===== config.mk =====
export PLATFORM = sky130hd
export DESIGN_NAME = s_axi_mem_dp
export DESIGN_NICKNAME = d
export VERILOG_FILES = /design/src/rtl/s_axi_mem_dp.sv
export SDC_FILE = /design/constraint.sdc
export NUM_CORES = 1
export LEC_CHECK = 0
export ABC_AREA = 1
export CAP_MARGIN = 20
export CORE_MARGIN = 2
export CORE_UTILIZATION = 25
export CTS_BUF_LIST = sky130_fd_sc_hd__clkbuf_4
export DETAILED_ROUTE_END_ITERATION = 8
export MAX_ROUTING_LAYER = met4
export PLACE_DENSITY = 0.57
export RECOVER_POWER = 50
export REMOVE_ABC_BUFFERS = 1
export SLEW_MARGIN = 20
export SYNTH_ARGS = -nofsm -noshare
export SYNTH_HDL_FRONTEND = slang
export SYNTH_SLANG_ARGS = --single-unit

===== constraint.sdc =====
create_clock -name s_axi_aclk -period 2.9 [get_ports s_axi_aclk]
set_input_delay 0.29 -clock s_axi_aclk [delete_from_list [all_inputs] [get_ports s_axi_aclk]]
set_output_delay 0.29 -clock s_axi_aclk [all_outputs]
set_load 0.03 [all_outputs]

===== src/rtl/s_axi_mem_dp.sv =====
// AXI4 slave bridging to a simple dual-port memory.
// Write path: AW/W/B FSM with pass-through write strobes, one memory write per accepted beat.
// Read path: AR FSM issuing reads under a credit limit, a fixed-latency return pipeline and a
// read-data FIFO that absorbs R-channel backpressure.
// Ports:
//   s_axi_aclk / s_axi_areset  clock, synchronous active-high reset
//   s_axi_aw* / s_axi_w* / s_axi_b*   AXI write address, data and response channels
//   s_axi_ar* / s_axi_r*              AXI read address and data channels
//   mem_wr_*                          memory write port (offset address = addr & ~mask)
//   mem_rd_* / mem_rd_data            memory read port, data MEM_RD_LATENCY cycles after enable
module s_axi_mem_dp #(
  parameter int unsigned           ID_WIDTH        = 4,
  parameter int unsigned           DATA_WIDTH      = 32,
  parameter int unsigned           ADDR_WIDTH      = 32,
  parameter logic [ADDR_WIDTH-1:0] SLAVE_BASE_ADDR = 32'h4000_0000,
  parameter logic [ADDR_WIDTH-1:0] SLAVE_ADDR_MASK = 32'hF000_0000,
  parameter int unsigned           MEM_RD_LATENCY  = 1,
  parameter int unsigned           RD_FIFO_DEPTH   = 4
) (
  input  logic                    s_axi_aclk,
  input  logic                    s_axi_areset,
  input  logic [ID_WIDTH-1:0]     s_axi_awid,
  input  logic [ADDR_WIDTH-1:0]   s_axi_awaddr,
  input  logic [7:0]              s_axi_awlen,
  input  logic [2:0]              s_axi_awsize,
  input  logic [1:0]              s_axi_awburst,
  input  logic                    s_axi_awvalid,
  output logic                    s_axi_awready,
  input  logic [DATA_WIDTH-1:0]   s_axi_wdata,
  input  logic [DATA_WIDTH/8-1:0] s_axi_wstrb,
  input  logic                    s_axi_wlast,
  input  logic                    s_axi_wvalid,
  output logic                    s_axi_wready,
  output logic [ID_WIDTH-1:0]     s_axi_bid,
  output logic [1:0]              s_axi_bresp,
  output logic                    s_axi_bvalid,
  input  logic                    s_axi_bready,
  input  logic [ID_WIDTH-1:0]     s_axi_arid,
  input  logic [ADDR_WIDTH-1:0]   s_axi_araddr,
  input  logic [7:0]              s_axi_arlen,
  input  logic [2:0]              s_axi_arsize,
  input  logic [1:0]              s_axi_arburst,
  input  logic                    s_axi_arvalid,
  output logic                    s_axi_arready,
  output logic [ID_WIDTH-1:0]     s_axi_rid,
  output logic [DATA_WIDTH-1:0]   s_axi_rdata,
  output logic [1:0]              s_axi_rresp,
  output logic                    s_axi_rlast,
  output logic                    s_axi_rvalid,
  input  logic                    s_axi_rready,
  output logic                    mem_wr_en,
  output logic [ADDR_WIDTH-1:0]   mem_wr_addr,
  output logic [DATA_WIDTH-1:0]   mem_wr_data,
  output logic [DATA_WIDTH/8-1:0] mem_wr_strb,
  output logic                    mem_rd_en,
  output logic [ADDR_WIDTH-1:0]   mem_rd_addr,
  input  logic [DATA_WIDTH-1:0]   mem_rd_data
);

  localparam int unsigned StrbW    = DATA_WIDTH / 8;
  localparam int unsigned SizeLog2 = $clog2(StrbW);
  localparam int unsigned CntW     = $clog2(RD_FIFO_DEPTH + 1);
  localparam int unsigned PtrW     = $clog2(RD_FIFO_DEPTH);
  localparam logic [1:0]  RespOkay = 2'b00;
  localparam logic [1:0]  RespSlv  = 2'b10;
  localparam logic [1:0]  RespDec  = 2'b11;

  function automatic logic [1:0] burst_resp(input logic [ADDR_WIDTH-1:0] addr,
                                            input logic [7:0] len, input logic [2:0] size,
                                            input logic [1:0] burst);
    logic [1:0] resp;
    resp = RespOkay;
    if ((addr & SLAVE_ADDR_MASK) != (SLAVE_BASE_ADDR & SLAVE_ADDR_MASK)) begin
      resp = RespDec;
    end else if (burst == 2'b11 || size != 3'(SizeLog2) ||
                 (burst == 2'b10 && !(len inside {8'd1, 8'd3, 8'd7, 8'd15}))) begin
      resp = RespSlv;
    end
    return resp;
  endfunction

  function automatic logic [ADDR_WIDTH-1:0] next_addr(input logic [ADDR_WIDTH-1:0] addr,
                                                      input logic [7:0] len,
                                                      input logic [1:0] burst);
    logic [ADDR_WIDTH-1:0] win_mask;
    logic [ADDR_WIDTH-1:0] nxt;
    // Wrap window is (len+1) beats; legal wrap lengths make it a power of two.
    win_mask = ((ADDR_WIDTH'(len) + ADDR_WIDTH'(1)) * ADDR_WIDTH'(StrbW)) - ADDR_WIDTH'(1);
    case (burst)
      2'b00:   nxt = addr;
      2'b10:   nxt = (addr & ~win_mask) | ((addr + ADDR_WIDTH'(StrbW)) & win_mask);
      default: nxt = (addr & ~ADDR_WIDTH'(StrbW - 1)) + ADDR_WIDTH'(StrbW);
    endcase
    return nxt;
  endfunction

  // ---------------------------------------------------------------- write path
  typedef enum logic [1:0] {WIdle, WData, WResp} w_state_e;
  w_state_e              w_state_q, w_state_d;
  logic [ID_WIDTH-1:0]   aw_id_q, aw_id_d;
  logic [ADDR_WIDTH-1:0] aw_addr_q, aw_addr_d;
  logic [7:0]            aw_len_q, aw_len_d;
  logic [1:0]            aw_burst_q, aw_burst_d;
  logic [1:0]            aw_resp_q, aw_resp_d;

  always_comb begin
    w_state_d     = w_state_q;
    aw_id_d       = aw_id_q;
    aw_addr_d     = aw_addr_q;
    aw_len_d      = aw_len_q;
    aw_burst_d    = aw_burst_q;
    aw_resp_d     = aw_resp_q;
    s_axi_awready = (w_state_q == WIdle) & ~s_axi_areset;
    s_axi_wready  = (w_state_q == WData) & ~s_axi_areset;
    s_axi_bvalid  = (w_state_q == WResp) & ~s_axi_areset;
    case (w_state_q)
      WIdle: if (s_axi_awvalid && s_axi_awready) begin
        aw_id_d    = s_axi_awid;
        aw_addr_d  = s_axi_awaddr;
        aw_len_d   = s_axi_awlen;
        aw_burst_d = s_axi_awburst;
        aw_resp_d  = burst_resp(s_axi_awaddr, s_axi_awlen, s_axi_awsize, s_axi_awburst);
        w_state_d  = WData;
      end
      WData: if (s_axi_wvalid && s_axi_wready) begin
        aw_addr_d = next_addr(aw_addr_q, aw_len_q, aw_burst_q);
        if (s_axi_wlast) w_state_d = WResp;
      end
      WResp: if (s_axi_bvalid && s_axi_bready) w_state_d = WIdle;
      default: w_state_d = WIdle;
    endcase
  end

  always_ff @(posedge s_axi_aclk) begin
    if (s_axi_areset) begin
      w_state_q  <= WIdle;
      aw_id_q    <= '0;
      aw_addr_q  <= '0;
      aw_len_q   <= '0;
      aw_burst_q <= '0;
      aw_resp_q  <= RespOkay;
    end else begin
      w_state_q  <= w_state_d;
      aw_id_q    <= aw_id_d;
      aw_addr_q  <= aw_addr_d;
      aw_len_q   <= aw_len_d;
      aw_burst_q <= aw_burst_d;
      aw_resp_q  <= aw_resp_d;
    end
  end

  assign s_axi_bid   = aw_id_q;
  assign s_axi_bresp = s_axi_bvalid ? aw_resp_q : RespOkay;
  assign mem_wr_en   = s_axi_wvalid & s_axi_wready & (aw_resp_q == RespOkay);
  assign mem_wr_addr = aw_addr_q & ~SLAVE_ADDR_MASK;
  assign mem_wr_data = s_axi_wdata;
  assign mem_wr_strb = s_axi_wstrb;

  // ----------------------------------------------------------------- read path
  typedef enum logic {RIdle, RIssue} r_state_e;
  r_state_e              r_state_q, r_state_d;
  logic [ID_WIDTH-1:0]   ar_id_q, ar_id_d;
  logic [ADDR_WIDTH-1:0] ar_addr_q, ar_addr_d;
  logic [7:0]            ar_len_q, ar_len_d, ar_cnt_q, ar_cnt_d;
  logic [1:0]            ar_burst_q, ar_burst_d;
  logic [1:0]            ar_resp_q, ar_resp_d;
  logic [CntW-1:0]       fifo_cnt_q, infl_q;
  logic                  credit_ok, rd_issue, rd_last, push, pop;

  // Reserve a FIFO slot for every read in flight so returned data never overflows.
  assign credit_ok = ({1'b0, infl_q} + {1'b0, fifo_cnt_q}) < (CntW + 1)'(RD_FIFO_DEPTH);
  assign rd_issue  = (r_state_q == RIssue) & credit_ok & ~s_axi_areset;
  assign rd_last   = (ar_cnt_q == ar_len_q);
  assign mem_rd_en   = rd_issue & (ar_resp_q == RespOkay);
  assign mem_rd_addr = ar_addr_q & ~SLAVE_ADDR_MASK;

  always_comb begin
    r_state_d     = r_state_q;
    ar_id_d       = ar_id_q;
    ar_addr_d     = ar_addr_q;
    ar_len_d      = ar_len_q;
    ar_cnt_d      = ar_cnt_q;
    ar_burst_d    = ar_burst_q;
    ar_resp_d     = ar_resp_q;
    s_axi_arready = (r_state_q == RIdle) & ~s_axi_areset;
    case (r_state_q)
      RIdle: if (s_axi_arvalid && s_axi_arready) begin
        ar_id_d    = s_axi_arid;
        ar_addr_d  = s_axi_araddr;
        ar_len_d   = s_axi_arlen;
        ar_cnt_d   = '0;
        ar_burst_d = s_axi_arburst;
        ar_resp_d  = burst_resp(s_axi_araddr, s_axi_arlen, s_axi_arsize, s_axi_arburst);
        r_state_d  = RIssue;
      end
      RIssue: if (rd_issue) begin
        ar_addr_d = next_addr(ar_addr_q, ar_len_q, ar_burst_q);
        ar_cnt_d  = ar_cnt_q + 8'd1;
        if (rd_last) r_state_d = RIdle;
      end
      default: r_state_d = RIdle;
    endcase
  end

  always_ff @(posedge s_axi_aclk) begin
    if (s_axi_areset) begin
      r_state_q  <= RIdle;
      ar_id_q    <= '0;
      ar_addr_q  <= '0;
      ar_len_q   <= '0;
      ar_cnt_q   <= '0;
      ar_burst_q <= '0;
      ar_resp_q  <= RespOkay;
    end else begin
      r_state_q  <= r_state_d;
      ar_id_q    <= ar_id_d;
      ar_addr_q  <= ar_addr_d;
      ar_len_q   <= ar_len_d;
      ar_cnt_q   <= ar_cnt_d;
      ar_burst_q <= ar_burst_d;
      ar_resp_q  <= ar_resp_d;
    end
  end

  // Return pipeline tracks each issue until its data arrives; entries carry id/resp/last so
  // bursts from consecutive ARs keep their own tags.
  logic [MEM_RD_LATENCY-1:0] pipe_vld_q, pipe_last_q;
  logic [1:0]                pipe_resp_q [MEM_RD_LATENCY];
  logic [ID_WIDTH-1:0]       pipe_id_q   [MEM_RD_LATENCY];

  always_ff @(posedge s_axi_aclk) begin
    if (s_axi_areset) begin
      pipe_vld_q <= '0;  // drops data still returning from before reset
    end else begin
      pipe_vld_q[0] <= rd_issue;
      for (int i = 1; i < MEM_RD_LATENCY; i++) pipe_vld_q[i] <= pipe_vld_q[i-1];
    end
  end

  always_ff @(posedge s_axi_aclk) begin
    pipe_last_q[0] <= rd_last;
    pipe_resp_q[0] <= ar_resp_q;
    pipe_id_q[0]   <= ar_id_q;
    for (int i = 1; i < MEM_RD_LATENCY; i++) begin
      pipe_last_q[i] <= pipe_last_q[i-1];
      pipe_resp_q[i] <= pipe_resp_q[i-1];
      pipe_id_q[i]   <= pipe_id_q[i-1];
    end
  end

  // Read data FIFO
  logic [DATA_WIDTH-1:0]    fifo_data_q [RD_FIFO_DEPTH];
  logic [ID_WIDTH-1:0]      fifo_id_q   [RD_FIFO_DEPTH];
  logic [1:0]               fifo_resp_q [RD_FIFO_DEPTH];
  logic [RD_FIFO_DEPTH-1:0] fifo_last_q;
  logic [PtrW-1:0]          wr_ptr_q, rd_ptr_q;

  function automatic logic [PtrW-1:0] ptr_inc(input logic [PtrW-1:0] p);
    return (p == PtrW'(RD_FIFO_DEPTH - 1)) ? '0 : p + 1'b1;
  endfunction

  assign push         = pipe_vld_q[MEM_RD_LATENCY-1];
  assign s_axi_rvalid = (fifo_cnt_q != '0) & ~s_axi_areset;
  assign pop          = s_axi_rvalid & s_axi_rready;

  always_ff @(posedge s_axi_aclk) begin
    if (s_axi_areset) begin
      wr_ptr_q   <= '0;
      rd_ptr_q   <= '0;
      fifo_cnt_q <= '0;
      infl_q     <= '0;
    end else begin
      if (push) wr_ptr_q <= ptr_inc(wr_ptr_q);
      if (pop)  rd_ptr_q <= ptr_inc(rd_ptr_q);
      fifo_cnt_q <= fifo_cnt_q + CntW'(push) - CntW'(pop);
      infl_q     <= infl_q + CntW'(rd_issue) - CntW'(push);
    end
  end

  always_ff @(posedge s_axi_aclk) begin
    if (push) begin
      // Errored bursts never touched memory, so their beats carry zero data.
      fifo_data_q[wr_ptr_q] <= (pipe_resp_q[MEM_RD_LATENCY-1] == RespOkay) ? mem_rd_data : '0;
      fifo_id_q[wr_ptr_q]   <= pipe_id_q[MEM_RD_LATENCY-1];
      fifo_resp_q[wr_ptr_q] <= pipe_resp_q[MEM_RD_LATENCY-1];
      fifo_last_q[wr_ptr_q] <= pipe_last_q[MEM_RD_LATENCY-1];
    end
  end

  assign s_axi_rdata = fifo_data_q[rd_ptr_q];
  assign s_axi_rid   = fifo_id_q[rd_ptr_q];
  assign s_axi_rresp = fifo_resp_q[rd_ptr_q];
  assign s_axi_rlast = s_axi_rvalid & fifo_last_q[rd_ptr_q];

endmodule


==> impl_metrics.csv, run 1 <==
group,metric,value,unit
setup_path,critical_path_buf_inv_count,2,
final_layout,fin_nets,2118,
logic_synthesis,ys_types,51,
global_routing,antenna_found_initial,2,
clock_tree,clockRootBuffer,"clkbuf_4",
placed_design,portBuffers,245,
final_layout,area_growth,30.0,%
floorplanning,num_rows,86,
logic_synthesis,ys_ff_latch,275,
floorplanning,die-area,57000,um^2
sta,hold_viol_final,0,
sta,fmax,371,MHz
route,routedWlPerCell,16.0,um
sta,fin_crit_sh,93.0,%
route,wl,43100,um
route,route.detailed.drc,0,
global_routing,grt_max_degree,77,
route,vias,12400,
final_layout,multiInputGateArea,5430,um^2
sta,tightest_slew,1.69,ns
route,first_iter_violations,689,
global_routing,grtUsageTotal,15.4,%
final_layout,fin_cells,2694,
sta,relSlewSlack,-12.5,%
setup_path,path_cells,"buf_8, o21ai_0, o22ai_1, dlygate4sd2_1",
route,viasPerCell,4.60,
min_path,hold_class,"input port to flip-flop",
logic_synthesis,synthFlopType,"edfxtp_1",
setup_path,start_kind,"flip-flop",
clock_tree,path_clk_slew,0.06,ns
logic_synthesis,synth_area_leaders,"edfxtp_1, dfxtp_1, nand2_1",
final_layout,post_route_cells_drive_above_1_share,10.0,%
global_routing,met2_usage,22.7,%
floorplanning,die_w,239,um
logic_synthesis,synth-edff-count,156,
global_routing,grt_busiest_layer,"met2",
logic_synthesis,synth.cell_area,13800,um^2
logic_synthesis,yosys.area.top_type_share,34.0,%
sta,period_needed,2.70,ns
clock_tree,clockBufferDepth,3,
logic_synthesis,synthArstFlopShare,0,%
route,drt_pre_antenna_iters,5,
final_layout,stdcell_area,17900,um^2
status,status,"finished with violations",
setup_path,crit_slowest_cell,"dlygate4sd2_1",
pwr,irDropWorstVdd,0.248,mV
global_routing,grt_pass1_vias,12000,
setup_path,crit_path_max_fanout,38,
setup_path,crit_required,2.61,ns
logic_synthesis,avgSynthCellArea,8.33,um^2
flow_run,drv_cap,2,
floorplanning,initial_core_util,25.2,%
logic_synthesis,synth_most_common_cell,"nand2_1",
placed_design,placed_cell_area,16800,um^2
global_routing,grt_pass1_wl,66500,um
sta,maxSlewViolCount,58,
sta,rsz0062_at_grt,"false",
pwr,combPwrFrac,33.4,%
clock_tree,htreeDepth,3,
pwr,p_switching,4920,uW
placed_design,dp_hpwl,30100,um
placed_design,gp_congestion,0.912,
pwr,netSwitchingFraction,37.9,%
clock_tree,clk_latency,0.79,ns
setup_path,crit_type,"flip-flop to primary output",
floorplanning,ios,326,
clock_tree,cts_made_buffers,83,
sta,finalSetupViolCount,0,
pwr,power_density,724,nW/um^2
logic_synthesis,yosysTopAreaCell,"edfxtp_1",
global_routing,met1_usage,20.1,%
final_layout,regArea,7070,um^2
global_routing,grt_overflow,0,
status,violations,"capacitance limit, slew limit",
floorplanning,core,54800,um^2
setup_path,crit_arrival,2.41,ns
logic_synthesis,synth_common_cells,"nand2_1, nor2_1, inv_1, edfxtp_1, o21ai_0",
setup_path,worst_path_largest_cell_delay,0.45,ns
pwr,p_clk_share,28.8,%
clock_tree,cts_tree,"done",
logic_synthesis,syn_inst,1655,
placed_design,dp_cells,2535,
final_layout,fillCellCount,5787,
pwr,power_frac_seq,37.9,%
logic_synthesis,ys_seq_area_share,51.3,%
clock_tree,cts.sinks,275,
floorplanning,die_h,239,um
setup_path,end_kind,"primary output",
route,drtAntennaViolNets,0,
setup_path,critPathTopFamily,"buffers and inverters",
pwr,p_int,8060,uW
logic_synthesis,yosys_warnings,0,
sta,clock_skew,0.0451,ns
global_routing,grtUsageMet3,4.76,%
pwr,p_leak,0.00718,uW
[metrics by stage]
stage | TNS, ns | hold WS [ns] | setup slack (ns) | power [uW] | utilization (%)
6_report | 0 | 0.105 | 0.203 | 13000 | 32.7
5_1_grt | 0 | 0.00777 | 0.00349 | 13800 | 32.7
4_1_cts | 0 | 0.00334 | 0.0125 | 13200 | 32.7
3_5_place_dp | 0 | 0.345 | 0.232 | 9510 | 30.7
3_3_place_gp | 0 | 0.338 | 0.266 | 9450 | 30.7
2_1_floorplan | -36.05 | 0.332 | -0.795 | 7490 | -
[worst min-delay path, delay by kind of cell]
kind,cells,cell delay (ns)
buffers and inverters,1,0.40
AND/OR/NAND/NOR,2,0.14
[cell usage in the layout (no fill, tap or decap), types with 3 or more instances in the layout]
cell,synthesis,routed
a21oi_1,74,74
buf_12,0,7
buf_4,52,28
clkbuf_1,48,7
clkbuf_4,0,120
clkdlybuf4s50_1,0,199
clkinv_1,2,19
conb_1,1,8
dfxtp_1,119,118
diode_2,0,4
dlygate4sd2_1,0,34
dlygate4sd3_1,0,9
edfxtp_1,156,156
ha_1,16,16
inv_1,177,175
inv_2,4,4
nand2_1,299,300
nand2_2,6,5
nand2_4,4,4
nand3_1,109,109
nand4_1,31,31
nor2_1,238,237
nor2_2,3,4
nor2_4,5,5
nor3_1,32,31
nor3b_1,3,3
nor4_1,5,5
o21ai_0,140,140
o21ai_1,7,7
o22ai_1,38,38
o31ai_1,4,4
xnor2_1,3,3
xor2_1,38,38
[area by class of cell]
class	count	area share (%)
Sequential cell	275	39.5
Antenna cell	4	0.0559
Inverter	183	3.87
Tap cell	704	4.92
Clock inverter	25	0.817
Clock buffer	120	5.03
Multi-Input combinational cell	1096	30.3
Timing Repair Buffer	287	15.6
[layer usage]
metal	vias up	share of wire (%)
met1	5761	46
met5	-	0
met3	75	8.5
met2	492	44
met4	0	1.9
li1	6068	-
[final timing paths]
path | start | endpoint | slack [ns] | cells past startpoint
worst min register to register | ar_id_q[2] | pipe_id_q[0][2] | 0.35 | 0
worst max-delay path | flip-flop | s_axi_rid[3] | 0.20 | 4
worst min-delay path | s_axi_awid[2] | s_axi_bid[2] | 0.10 | 3
worst max register to register | r_state_q | ar_resp_q[1] | 0.43 | 7
[timing repair]
action	in CTS	in global routing
hold buffers	9	0
setup buffers	1	0
endpoints found under the setup margin	35	1
resized for setup	39	1
endpoints found under the hold margin	9	0
[cell families after synthesis]
logic type	Yosys count	synth area share, %
AO/OA/AOI/OAI	281	11.1
XOR/XNOR	41	2.61
adder cells (fa/ha/maj)	18	1.74
buffers and inverters	291	9.58
flip-flops	275	51.3
other	1	0.0272
AND/OR/NAND/NOR	748	23.6
[power by group through the flow]
| stage | clock (uW) | combinational (uW) | sequential (uW) |
|---|---|---|---|
| 5_1_grt | 4100 | 4740 | 4970 |
| 4_1_cts | 3910 | 4390 | 4910 |
| 2_1_floorplan | 0 | 2240 | 5250 |
| 3_3_place_gp | 0 | 4470 | 4980 |
| 3_5_place_dp | 0 | 4530 | 4980 |
| 6_report | 3730 | 4330 | 4910 |
Power figures use the tool's default switching activity.
==> run 2: changes to the inputs <==
--- a/config.mk
+++ b/config.mk
@@ -8,11 +8,11 @@
 export ABC_AREA = 1
 export CAP_MARGIN = 20
 export CORE_MARGIN = 2
-export CORE_UTILIZATION = 25
+export CORE_UTILIZATION = 45
 export CTS_BUF_LIST = sky130_fd_sc_hd__clkbuf_4
 export DETAILED_ROUTE_END_ITERATION = 8
 export MAX_ROUTING_LAYER = met4
-export PLACE_DENSITY = 0.57
+export PLACE_DENSITY = 0.84
 export RECOVER_POWER = 50
 export REMOVE_ABC_BUFFERS = 1
 export SLEW_MARGIN = 20
==> run 2 against run 1 <==
  * The run now ends clean
  * Final area is 2.7% lower
  * Via count is essentially flat
  * Die area decreased by 44%
  * Total power fell by 1.0%
  * Critical path type unchanged
==> impl_metrics.csv, run 2 (synthesis results as in run 1) <==
group,metric,value,unit
final_layout,post-route-util,57.4,%
setup_path,crit_arrival,2.51,ns
sta,maxSlewViolCount,0,
final_layout,mostFrequentLayoutCell,"nand2_1",
floorplanning,ios,326,
final_layout,post_route_cells_drive_above_1_share,9.27,%
min_path,hold_class,"input port to flip-flop",
route,drt_pre_antenna_iters,6,
final_layout,layout_common_cells,"nand2_1, nor2_1, clkdlybuf4s50_1, inv_1, edfxtp_1",
setup_path,crit_type,"flip-flop to primary output",
final_layout,fillCellCount,2641,
floorplanning,initial_core_util,45.4,%
floorplanning,num_rows,64,
sta,fmax,357,MHz
floorplanning,die_w,179,um
pwr,p_leak,0.00707,uW
sta,clock_skew,0.0530,ns
route,route.detailed.drc,0,
setup_path,start_kind,"flip-flop",
clock_tree,cts.hold.buffers_added,0,
floorplanning,die-area,32000,um^2
final_layout,fin_nets,2096,
sta,finalSetupViolCount,0,
flow_run,drv_cap,0,
route,vias,12400,
setup_path,crit_slowest_cell,"clkdlybuf4s50_1",
global_routing,grtUsageTotal,24.0,%
placed_design,dp_hpwl,26600,um
sta,hold_viol_final,0,
clock_tree,cts_made_buffers,73,
setup_path,crit_path_max_fanout,56,
final_layout,area_growth,26.5,%
pwr,irDropWorstVdd,0.296,mV
final_layout,fin_cells,2364,
pwr,power_density,737,nW/um^2
sta,fin_crit_sh,96.7,%
status,status,"finished, final reports clean",
global_routing,grt_overflow,0,
route,first_iter_violations,899,
sta,period_needed,2.80,ns
global_routing,antenna_found_initial,4,
global_routing,grt_max_degree,77,
route,routedWlPerCell,16.1,um
setup_path,critical_path_buf_inv_count,3,
setup_path,end_kind,"primary output",
setup_path,worst_path_largest_cell_delay,0.72,ns
floorplanning,die_h,179,um
placed_design,portBuffers,245,
sta,holdWs,0.159,ns
route,drtAntennaViolNets,0,
clock_tree,cts.sinks,275,
placed_design,dp_cells,2223,
clock_tree,path_clk_slew,0.06,ns
setup_path,critPathTopFamily,"buffers and inverters",
floorplanning,core,30300,um^2
setup_path,crit_required,2.61,ns
sta,tightest_slew,1.37,ns
route,wl,38000,um
setup_path,path_cells,"inv_4, buf_12, o21ai_0, o22ai_1, clkdlybuf4s50_1",
global_routing,grt_pass1_wl,59000,um
global_routing,grt_pass1_vias,11800,
clock_tree,clk_latency,0.69,ns
clock_tree,clockBufferDepth,3,
clock_tree,cts_tree,"done",
route,viasPerCell,5.25,
clock_tree,htreeDepth,3,
sta,relSlewSlack,8.53,%
clock_tree,clockRootBuffer,"clkbuf_4",
placed_design,gp_congestion,0.976,
run 2: worst paths after layout:
| check | slack, ns | cells after the start | to | from |
|---|---|---|---|---|
| worst max-delay path | 0.1 | 5 | s_axi_rdata[17] | flip-flop |
| worst max register to register | 0.46 | 7 | ar_resp_q[1] | r_state_q |
| worst min register to register | 0.36 | 0 | pipe_id_q[0][2] | ar_id_q[2] |
| worst min-delay path | 0.16 | 3 | s_axi_bid[3] | s_axi_awid[3] |
run 2: stage by stage:
stage	setup WS [ns]	power [uW]	TNS, ns	area, um^2
2_1_floorplan	-0.795	7490	-36.05	13200
3_3_place_gp	0.348	9280	0	16400
3_5_place_dp	0.311	9380	0	16400
4_1_cts	0.0579	12900	0	17400
5_1_grt	-0.000123	13600	-0.000123	17400
6_report	0.0966	12800	0	17400
run 2: power breakdown:
part	internal (uW)	leakage [uW]	switching, uW	total, uW
Clock	1900	0.000567	1640	3550
Sequential	4540	0.00241	360	4900
Combinational	1650	0.00409	2750	4400
run 2: layout make-up:
type,instances,area (um^2),share of cell area [%]
inverters,183,693,3.98
flip-flops and latches,275,7070,40.5
diodes,5,12.5,0.0718
clock buffers,100,751,4.31
well taps,396,495,2.84
clock inverters,34,239,1.37
repair buffers,275,2750,15.8
multi-input cells,1096,5420,31.1
run 2: worst reg2reg max path: cells and delay by family (launching register included):
family	cells	cell delay [ns]
flip-flops	1	0.32
buffers and inverters	3	1.50
AND/OR/NAND/NOR	2	0.18
AO/OA/AOI/OAI	2	0.32
run 2: repair_timing:
| action | in CTS | in global routing |
|---|---|---|
| setup buffers | 0 | 2 |
| gates resized for setup | 9 | 3 |
| endpoints found under the setup margin | 19 | 6 |
run 2: metal layers:
metal / part of all wire [%] / vias to the layer above / wire length, um / track usage [%]
li1: - / 6026 / - / -
met5: 0 / - / 0 / -
met4: 2.2 / 0 / 840 / 7.99
met2: 48 / 551 / 18100 / 39.3
met3: 10 / 62 / 3820 / 7.44
met1: 40 / 5766 / 15200 / 28.1
==> run 3: changes to the inputs <==
--- a/config.mk
+++ b/config.mk
@@ -11,6 +11,7 @@
 export CORE_UTILIZATION = 45
 export CTS_BUF_LIST = sky130_fd_sc_hd__clkbuf_4
 export DETAILED_ROUTE_END_ITERATION = 8
+export GPL_TIMING_DRIVEN = 0
 export MAX_ROUTING_LAYER = met4
 export PLACE_DENSITY = 0.84
 export RECOVER_POWER = 50
==> run 3 against run 2 <==
  * Critical path depth is the same
  * Sequential cell count stayed put
  * Hold slack gained 0.0039 ns
  * Setup slack lost 0.028 ns
  * Critical endpoint is now s_axi_bresp[1]
  * Highest routed layer unchanged
==> impl_metrics.csv, run 3 (synthesis results as in run 1) <==
group,metric,value,unit
setup_path,rr_startpoint,"w_state_q[1]",
setup_path,reg2regPathDepth,8,
floorplanning,die_w,179,um
floorplanning,num_rows,64,
sta,relSlewSlack,3.01,%
min_path,hold_class,"input port to flip-flop",
final_layout,layout_common_cells,"nand2_1, nor2_1, clkdlybuf4s50_1, inv_1, edfxtp_1",
clock_tree,htreeDepth,3,
final_layout,post_route_cells_drive_above_1_share,8.55,%
global_routing,grt_pass1_wl,60300,um
clock_tree,cts_tree,"done",
setup_path,crit_path_frequent_cell,"nor2_1",
sta,finalSetupViolCount,0,
setup_path,crit_path_max_fanout,6,
clock_tree,cts.sinks,275,
clock_tree,clockBufferDepth,3,
setup_path,path_cells,"inv_1, nor2_1, nand2_1, nor2_1, clkdlybuf4s50_1",
sta,fmax,353,MHz
setup_path,crit_arrival,2.54,ns
placed_design,gp_congestion,0.936,
sta,setup_tns,0,ns
setup_path,crit_slowest_cell,"clkdlybuf4s50_1",
min_path,hold_path_depth,3,
pwr,p_leak,0.00706,uW
placed_design,dp_hpwl,25800,um
global_routing,antenna_found_initial,4,
final_layout,area_growth,25.8,%
clock_tree,clockRootBuffer,"clkbuf_4",
final_layout,mostFrequentLayoutCell,"nand2_1",
route,drt_pre_antenna_iters,5,
setup_path,crit_required,2.61,ns
flow_run,drv_cap,0,
global_routing,grt_max_degree,77,
global_routing,grt_overflow,0,
route,first_iter_violations,894,
min_path,min_from,"s_axi_arid[2]",
setup_path,start_kind,"flip-flop",
floorplanning,core,30300,um^2
route,wl,39400,um
route,routedWlPerCell,16.8,um
setup_path,rrSetupSlack,0.11,ns
route,route.detailed.drc,0,
floorplanning,initial_core_util,45.4,%
route,vias,12500,
setup_path,end_kind,"primary output",
setup_path,worst_path_largest_cell_delay,0.72,ns
sta,tightest_slew,1.45,ns
floorplanning,die-area,32000,um^2
route,viasPerCell,5.32,
global_routing,grt_pass1_vias,12100,
sta,fin_crit_sh,97.6,%
final_layout,stdcell_area,17300,um^2
final_layout,fin_nets,2077,
sta,clock_skew,0.0491,ns
setup_path,crit_type,"flip-flop to primary output",
status,status,"finished, final reports clean",
floorplanning,die_h,179,um
sta,maxSlewViolCount,0,
floorplanning,ios,326,
route,drtAntennaViolNets,0,
pwr,power_density,746,nW/um^2
placed_design,portBuffers,245,
clock_tree,cts_made_buffers,73,
clock_tree,cts.hold.buffers_added,0,
sta,hold_viol_final,0,
pwr,irDropWorstVdd,0.373,mV
global_routing,grtUsageTotal,24.6,%
clock_tree,path_clk_slew,0.07,ns
placed_design,placed_cell_area,16200,um^2
min_path,min_to,"ar_id_q[2]",
clock_tree,clk_latency,0.69,ns
sta,period_needed,2.83,ns
==> run 3: stage by stage <==
step / worst slack (ns) / std cells / util, % / hold slack, ns / total power, uW
after detailed placement: -1.48 / 2200 / 53.5 / 0.342 / 9250
after CTS: 0.0342 / 2334 / 57.1 / 0.105 / 13000
after global routing: -0.0152 / 2341 / 57.1 / 0.109 / 13600
final: 0.0689 / 2342 / 57.1 / 0.163 / 12900
after floorplan: -0.795 / 1554 / - / 0.332 / 7490
after global placement: -3.55 / 2195 / 53.1 / 0.336 / 9150
==> run 3: cell type report <==
class / count / area [um^2]
Tap cell: 396 / 495
Antenna cell: 5 / 12.5
Fill cell: 2648 / 13000
Multi-Input combinational cell: 1098 / 5460
Clock inverter: 23 / 180
Clock buffer: 108 / 811
Sequential cell: 275 / 7070
Timing Repair Buffer: 254 / 2580
Inverter: 183 / 727
==> run 3: how the worst max path moves through the flow <==
stage	from	endpoint	depth (start not counted)	slack [ns]
3_3_place_gp	s_axi_areset	flip-flop	10	-3.55
4_1_cts	flip-flop	s_axi_rdata[18]	4	0.03
2_1_floorplan	s_axi_areset	flip-flop	9	-0.80
3_5_place_dp	s_axi_areset	flip-flop	10	-1.48
6_report	w_state_q[1]	s_axi_bresp[1]	5	0.07
5_1_grt	w_state_q[1]	flip-flop	8	-0.02
==> run 3: report_power, final <==
group | internal [uW] | total (uW) | switching (uW)
logic | 1600 | 4370 | 2770
registers | 4540 | 4970 | 428
clock network | 1980 | 3590 | 1610
total | 8130 | 12900 | 4810
==> run 3: metal layers <==
metal / track usage (%) / share of wire [%]
met5: - / 0
met4: 7.69 / 2.3
met3: 9.14 / 11
met2: 39.7 / 47
met1: 28.4 / 39
==> run 3: what timing repair did <==
action,CTS,global route
gates cloned,1,1
setup endpoints to repair,111,52
pin swaps,1,2
resized for setup,22,15
setup buffers,2,2
==> run 3: worst max-delay path: cells and delay by family (launching register included) <==
| kind | cells | cell delay, ns |
|---|---|---|
| DFF | 1 | 0.59 |
| buffers and inverters | 2 | 0.84 |
| and+or+nand+nor | 3 | 0.44 |
